--- src/rtl/sr_pkg.sv ---
`default_nettype none
// ============================================================================
// Module      : sr_pkg
// Description : Shared mode constants for the SR flip-flop bank.
// Revision    : 1.0 - initial release
// ============================================================================
package sr_pkg;

    localparam int MODE_RST_DOM = 0;
    localparam int MODE_SET_DOM = 1;
    localparam int MODE_HOLD    = 2;
    localparam int MODE_TOGGLE  = 3;

    // Out-of-range mode values fall back to reset-dominant behaviour.
    function automatic int resolve_mode(input int mode);
        if (mode >= MODE_RST_DOM && mode <= MODE_TOGGLE) begin
            return mode;
        end
        return MODE_RST_DOM;
    endfunction

endpackage : sr_pkg
`default_nettype wire

--- src/rtl/sr_ff_cell.sv ---
`default_nettype none
// ============================================================================
// Module      : sr_ff_cell
// Description : One SR channel with registered state and S=R=1 indicator.
// Revision    : 1.0 - initial release
// ============================================================================
module sr_ff_cell
    import sr_pkg::*;
#(
    parameter int MODE = 0
) (
    input  logic clk,
    input  logic rst,
    input  logic en,
    input  logic s,
    input  logic r,
    output logic q,
    output logic invalid
);

    localparam int c_MODE = resolve_mode(MODE);

    logic r_q;
    logic r_invalid;

    always_ff @(posedge clk or posedge rst) begin
        if (rst) begin
            r_q       <= 1'b0;
            r_invalid <= 1'b0;
        end else if (en) begin
            r_invalid <= s & r;
            case ({s, r})
                2'b01:   r_q <= 1'b0;
                2'b10:   r_q <= 1'b1;
                2'b11: begin
                    case (c_MODE)
                        MODE_SET_DOM: r_q <= 1'b1;
                        MODE_HOLD:    r_q <= r_q;
                        MODE_TOGGLE:  r_q <= ~r_q;
                        default:      r_q <= 1'b0;
                    endcase
                end
                default: r_q <= r_q;
            endcase
        end else begin
            // Disabled cycles hold state but never flag an invalid request.
            r_invalid <= 1'b0;
        end
    end

    assign q       = r_q;
    assign invalid = r_invalid;

endmodule : sr_ff_cell
`default_nettype wire

--- src/rtl/sr_ff_bank.sv ---
`default_nettype none
// ============================================================================
// Module      : sr_ff_bank
// Description : Bank of WIDTH independent SR flip-flops with a saturating
//               invalid-event counter. Optional sticky per-channel error flags
//               are enabled by defining SR_FF_BANK_STICKY_ERR_EN.
// Revision    : 1.0 - initial release
// ============================================================================
module sr_ff_bank
    import sr_pkg::*;
#(
    parameter int WIDTH = 4,
    parameter int MODE  = 0,
    parameter int CNT_W = 8
) (
    input  logic             clk,
    input  logic             rst,
    input  logic [WIDTH-1:0] S,
    input  logic [WIDTH-1:0] R,
    input  logic             en,
    output logic [WIDTH-1:0] Q,
    output logic [WIDTH-1:0] Q_not,
    output logic [WIDTH-1:0] invalid,
    output logic [CNT_W-1:0] invalid_cnt
`ifdef SR_FF_BANK_STICKY_ERR_EN
    ,
    input  logic             err_clr,
    output logic [WIDTH-1:0] err_sticky
`endif
);

    localparam logic [CNT_W-1:0] c_CNT_MAX = {CNT_W{1'b1}};

    logic [WIDTH-1:0] w_event;
    logic             w_any_event;
    logic [CNT_W-1:0] r_cnt;

    // Channels flagging S=R=1 on an enabled edge.
    assign w_event     = {WIDTH{en}} & S & R;
    assign w_any_event = |w_event;

    for (genvar g = 0; g < WIDTH; g++) begin : g_cell
        sr_ff_cell #(
            .MODE(MODE)
        ) u_cell (
            .clk     (clk),
            .rst     (rst),
            .en      (en),
            .s       (S[g]),
            .r       (R[g]),
            .q       (Q[g]),
            .invalid (invalid[g])
        );
    end

    assign Q_not = ~Q;

    always_ff @(posedge clk or posedge rst) begin
        if (rst) begin
            r_cnt <= '0;
        end else if (w_any_event && (r_cnt != c_CNT_MAX)) begin
            r_cnt <= r_cnt + 1'b1;
        end
    end

    assign invalid_cnt = r_cnt;

`ifdef SR_FF_BANK_STICKY_ERR_EN
    logic [WIDTH-1:0] r_sticky;

    // A new event in the clearing cycle wins over the clear.
    always_ff @(posedge clk or posedge rst) begin
        if (rst) begin
            r_sticky <= '0;
        end else begin
            r_sticky <= (err_clr ? '0 : r_sticky) | w_event;
        end
    end

    assign err_sticky = r_sticky;
`endif

endmodule : sr_ff_bank
`default_nettype wire
--- config.mk ---
export PLATFORM = sky130hd
export DESIGN_NAME = sr_ff_bank
export DESIGN_NICKNAME = d
export VERILOG_FILES = /design/src/rtl/sr_pkg.sv /design/src/rtl/sr_ff_cell.sv /design/src/rtl/sr_ff_bank.sv
export SDC_FILE = /design/constraint.sdc
export NUM_CORES = 1
export LEC_CHECK = 0
export CORE_AREA = 3 3 46 48
export CTS_CLUSTER_DIAMETER = 40
export CTS_CLUSTER_SIZE = 40
export DETAILED_ROUTE_END_ITERATION = 8
export DIE_AREA = 0 0 49 51
export GPL_ROUTABILITY_DRIVEN = 0
export PLACE_DENSITY = 0.79
export REMOVE_ABC_BUFFERS = 1
export SLEW_MARGIN = 5
export SYNTH_ARGS = -nofsm -noshare
export SYNTH_HDL_FRONTEND = slang
export SYNTH_SLANG_ARGS = --single-unit
--- constraint.sdc ---
create_clock -name clk -period 4.5 [get_ports clk]
set_input_delay 1.125 -clock clk [delete_from_list [all_inputs] [get_ports clk]]
set_output_delay 1.125 -clock clk [all_outputs]
set_load 0.005 [all_outputs]
# Yosys cells after proc, flatten, opt, wreduce, memory -nomap -nowiden
# Cells that the tools add are included.
[totals] ram_bits=0 n_memories=0 register_bits=16 output_inout_bits=20 wordCells=52 inputBits=11 latchBits=0 mem_bits_ro=0
[op_classes] n_mux=8 eq_ne=13 mul=0 shifts=0 div=0 reduce_logical=14 n_addsub=1 n_lt_le_gt_ge=0 bitwise_logic=7
[ops] cell="== test 2 bit (second input constant)" count=8
[ops] cell="adder 8 x 1 -> 8 bit (second input constant)" count=1
[ops] cell="bitwise AND 4 bit" count=2
[ops] cell="== test 2 x 1 -> 1 bit (second input constant)" count=4
[ops] cell="!= test 8 bit (second input constant)" count=1
[ops] cell="one-hot mux 1 bit (2 select lines)" count=4
[ops] cell="AND reduction 2 bit" count=4
[ops] cell="nonzero test 2 bit" count=4
[ops] cell="OR reduction 2 bit" count=4
[ops] cell="bitwise AND 1 bit" count=4
[ops] cell="two-way mux 1 bit" count=4
[ops] cell="NOT 4 bit" count=1
[ops] cell="OR reduction 4 bit" count=1
[ops] cell="logical AND 1 bit" count=1

# Depth between registers and ports, before layout
[depth] ltp_word=4 depth_mapped=5 mapped_depth_nobuf=5

# Cells and area by module
# From an unflattened synthesis, not the netlist that was laid out.
[unflattened] cells_unflattened=66 area_unflattened_um2=724.4
[by_module_without_submodules] module="sr_ff_bank" area_per_inst_um2=439.2 seq_area_each_um2=200.2 instances=1 cells_each=42
[by_module_without_submodules] module="sr_ff_cell" area_per_inst_um2=71.3 seq_area_each_um2=50.0 instances=4 cells_each=6

# Worst setup path before layout
# Ideal clock, no wire load.
[synth_timing] path_type="in2reg" start="input R[2]" end="register r_cnt[6], in the netlist invalid_cnt[6]" setup_time_ns=0.125 t_required_ns=4.375 arrival_ns=2.020 cell_stages=4 path_slack_ns=2.355 path_buffers=0 cell_sequence="a22o_2 -> o21a_1 -> nand4_1 -> mux2_2"
[synth_via] elab_chain_cells=3
[synth_lines] element="start, declared" line_no="sr_ff_bank.sv:19" text="input logic [WIDTH-1:0] R,"
[synth_lines] element="bitwise AND 4 bit" line_no="sr_ff_bank.sv:39" text="assign w_event = {WIDTH{en}} & S & R;"
[synth_lines] element="OR reduction 4 bit" line_no="sr_ff_bank.sv:40" text="assign w_any_event = |w_event;"
[synth_lines] element="logical AND 1 bit" line_no="sr_ff_bank.sv:61" text="end else if (w_any_event && (r_cnt != c_CNT_MAX)) begin"
[synth_lines] element="end signal, assigned" line_no="sr_ff_bank.sv:62" text="r_cnt <= r_cnt + 1'b1;"
[synth_lines] element="end, declared" line_no="sr_ff_bank.sv:36" text="logic [CNT_W-1:0] r_cnt;"
# No other way between the ends.
# A chain may end at the register's enable or synchronous reset.

# Final worst setup path
[layout_timing] start="register r_cnt[4], in the netlist invalid_cnt[4]" end="output invalid_cnt[4]"
[layout_lines] element="end, declared" line_no="sr_ff_bank.sv:24" text="output logic [CNT_W-1:0] invalid_cnt"
# No word-level cell between the ends.

==> impl_metrics.csv <==
group,metric,value,unit
synthesis,synthDominantCellAreaShare,0.517,
synthesis,synth_compound_area_frac,0.152,
worst_setup_path,r2r-start,"invalid_cnt[0]",
detailed_routing,wl_per_cell,11.9,um
finish,area_growth,37.5,%
detailed_routing,drt-total-wl,1430,um
synthesis,synthMuxAreaShare,0.0468,
detailed_routing,drc_errors,0,
job,drv_cap,0,
synthesis,ys_ff_latch,16,
clocking,clock_sinks,16,
sta,hold_violations,0,
finish,num_antenna_cells,0,
synthesis,synth-seq-area-share,0.517,
sta,max_freq,418,MHz
synthesis,yosysTopAreaCell,"dfrtp_1",
min_path,holdPathStages,1,
grt,grt_max_degree,17,
power_and_ir_drop,power_frac_clock,0.154,
synthesis,synth_top_family_by_area,"compound AO/OA/AOI/OAI gates",
synthesis,synthTopCellsByCount,"16 x dfrtp_1, 11 x a21oi_1, 8 x buf_4",
grt,grt_pass1_wl,2620,um
power_and_ir_drop,p_leak,0.477,nW
clocking,post_cts_buffers,0,
worst_setup_path,slowest_stage,"clkdlybuf4s50_1",
detailed_routing,drt-initial-drc-count,6,
clocking,cts_tree,"yes",
worst_setup_path,reg2regPathDepth,5,
power_and_ir_drop,p_comb_frac,0.371,
sta,finalSetupViolCount,0,
worst_setup_path,r2r_end,"invalid_cnt[1]",
detailed_routing,dr_total_vias,588,
worst_setup_path,cp-end-kind,"primary output",
finish,drive_gt1_frac,0.116,
floorplanning,rows,15,
synthesis,yosys.area_share.simple,0.134,
grt,grt_pass1_vias,600,
sta,finalClockSkew,3.04,ps
sta,tightest_slew,574,ps
worst_setup_path,regToRegSetupSlack,2880,ps
worst_setup_path,crit_chain,"clkdlybuf4s50_1",
clocking,cts_buffers,3,
power_and_ir_drop,seq_power_share,0.475,
clocking,cts_resized,0,
detailed_routing,drt_pass1_iterations,4,
power_and_ir_drop,p_sw_frac,0.307,
sta,min_period,2390,ps
status,status,"completed",
sta,slew_viol_final,0,
grt,grt_use_total,0.139,
synthesis,synth.area.top_cells,"dfrtp_1 52%, buf_4 7.8%, a21oi_1 7.1%, and3_1 4.8%, and3_4 2.9%",
finish,nets,109,
synthesis,yosysMostFrequentCell,"dfrtp_1",
synthesis,synth-edff-count,0,
synthesis,async_flop_share,1.00,
detailed_routing,ant_nets,0,
power_and_ir_drop,irDropWorstVdd,258,uV
worst_setup_path,critPathArrivalTime,1270,ps
floorplanning,io_pins,31,
sta,setup_tns,0,ps
worst_setup_path,crit_path_start_kind,"flip-flop",
floorplanning,die_y,51,um
sta,rsz0062_at_grt,"no",
worst_setup_path,max_stage_delay,540,ps
grt,antenna_found_initial,0,
clocking,htree_levels,1,
synthesis,synth_warnings,0,
synthesis,synth_fa_ha_area_frac,0.0162,
min_path,min_from,"invalid_cnt[0]",
clocking,hold_buffers,0,
worst_setup_path,required,3380,ps
power_and_ir_drop,powerDensity,439,nW/um^2
floorplanning,core_area,1750,um^2
min_path,holdPathEnd,"invalid_cnt[0]",
placed_design,portBuffers,30,
placed_design,dp_hpwl,1120,um
clocking,clockBufferDepth,2,
clocking,cts_root_buf,"clkbuf_4",
sta,maxSlewHeadroom,0.617,
floorplanning,initial_core_util,0.444,
clocking,clkLatencyLatePin,280,ps
grt,grt_overflow_total,0,
worst_setup_path,worst-path-buf-inv,1,
placed_design,dp_cells,117,
clocking,path_clk_slew,90,ps
synthesis,yosysUniqueCellTypes,22,
power_and_ir_drop,intPower,0.324,mW
worst_setup_path,worstSetupPathType,"flip-flop to primary output",
synthesis,synth_area_per_cell,10.9,um^2
worst_setup_path,cp_top_family,"buffers and inverters",
synthesis,synth_area,774,um^2
synthesis,synth_xor_area_frac,0.0226,
finish,instances_no_fill,120,
floorplanning,die_w,49,um
synthesis,yosys_most_used_dff,"dfrtp_1",
synthesis,synthCells,71,
floorplanning,dieArea,2500,um^2
worst_setup_path,cp_max_fo,6,
detailed_routing,drt-vias-per-instance,4.90,
power_and_ir_drop,p_sw,0.143,mW
sta,finalCritPeriodShare,0.532,
min_path,hold_class,"flip-flop to flip-flop",
==> placed cells by master, fill, tap and decap left out, drive strengths merged <==
master         synthesis  final
clkdlybuf4s50          0     30
dfrtp                 16     16
a21oi                 11     11
and3                   8      8
inv                    6      6
a31oi                  3      3
clkbuf                 1      3
nor2                   3      3
a22o                   2      2
nand3                  2      2
xor2                   2      2
mux2                   2      2
o21ai                  1      1
o21a                   1      1
nor3                   1      1
nand2                  1      1
nand4                  1      1
mux2i                  1      1
ha                     1      1
==> power groups by stage <==
| stage | sequential [mW] | combinational (mW) | clock (mW) |
|---|---|---|---|
| 2_1_floorplan | 0.219 | 0.0719 | 0 |
| 3_3_place_gp | 0.221 | 0.173 | 0 |
| 3_5_place_dp | 0.223 | 0.175 | 0 |
| 4_1_cts | 0.220 | 0.176 | 0.0743 |
| 5_1_grt | 0.229 | 0.190 | 0.0825 |
| 6_report | 0.222 | 0.173 | 0.0721 |
==> flip-flops by register name, summed over array words and instances (netlist names) <==
| signal | cells |
|---|---|
| g_cell.u_cell.q | 4 |
| invalid_cnt | 8 |
| g_cell.u_cell.invalid | 4 |
==> per-stage QoR <==
step                      setup slack (ps)   util  hold WS (ps)  total power [mW]  instance area (um^2)
after floorplan                       2360      -           497             0.290                   711
after global placement                1860  0.597           502             0.394                  1040
after detailed placement              1840  0.597           514             0.398                  1040
after CTS                             2120  0.610           526             0.470                  1060
after global routing                  2050  0.610           558             0.502                  1060
final                                 2110  0.610           523             0.467                  1060
==> how the worst max path moves through the flow <==
| stage | cells past startpoint | start | end | slack [ps] |
|---|---|---|---|---|
| finish | 1 | invalid_cnt[4] | invalid_cnt[4] | 2110 |
| global route | 4 | en | invalid_cnt[6] | 2050 |
| CTS | 1 | invalid_cnt[4] | invalid_cnt[4] | 2120 |
| detailed placement | 4 | en | invalid_cnt[6] | 1840 |
| global placement | 4 | en | invalid_cnt[1] | 1860 |
| floorplan | 4 | R[2] | invalid_cnt[6] | 2360 |
==> per-layer routing <==
metal,part of all wire,GRT usage,wire (um)
met1,0.44,0.173,636
met2,0.45,0.217,652
met3,0.077,0.0321,110
met4,0.023,0.0853,33
met5,0,0,0
==> cells by family (layout without fill, tap and decap cells) <==
family,count (synthesis),count (layout)
AO/OA/AOI/OAI,18,18
XOR/XNOR,2,2
adder cells (fa/ha/maj),1,1
buffers and inverters,15,39
flip-flops,16,16
multiplexers,3,3
AND/OR/NAND/NOR,16,16
==> final cells by class <==
| cell class | instances | area (um^2) |
|---|---|---|
| fillers | 148 | 681 |
| well taps | 25 | 31.3 |
| clock buffers | 3 | 22.5 |
| repair buffers | 30 | 300 |
| multi-input cells | 40 | 288 |
| flip-flops and latches | 16 | 400 |
| inverters | 6 | 22.5 |
No activity file was read; power rests on OpenSTA's default activity.
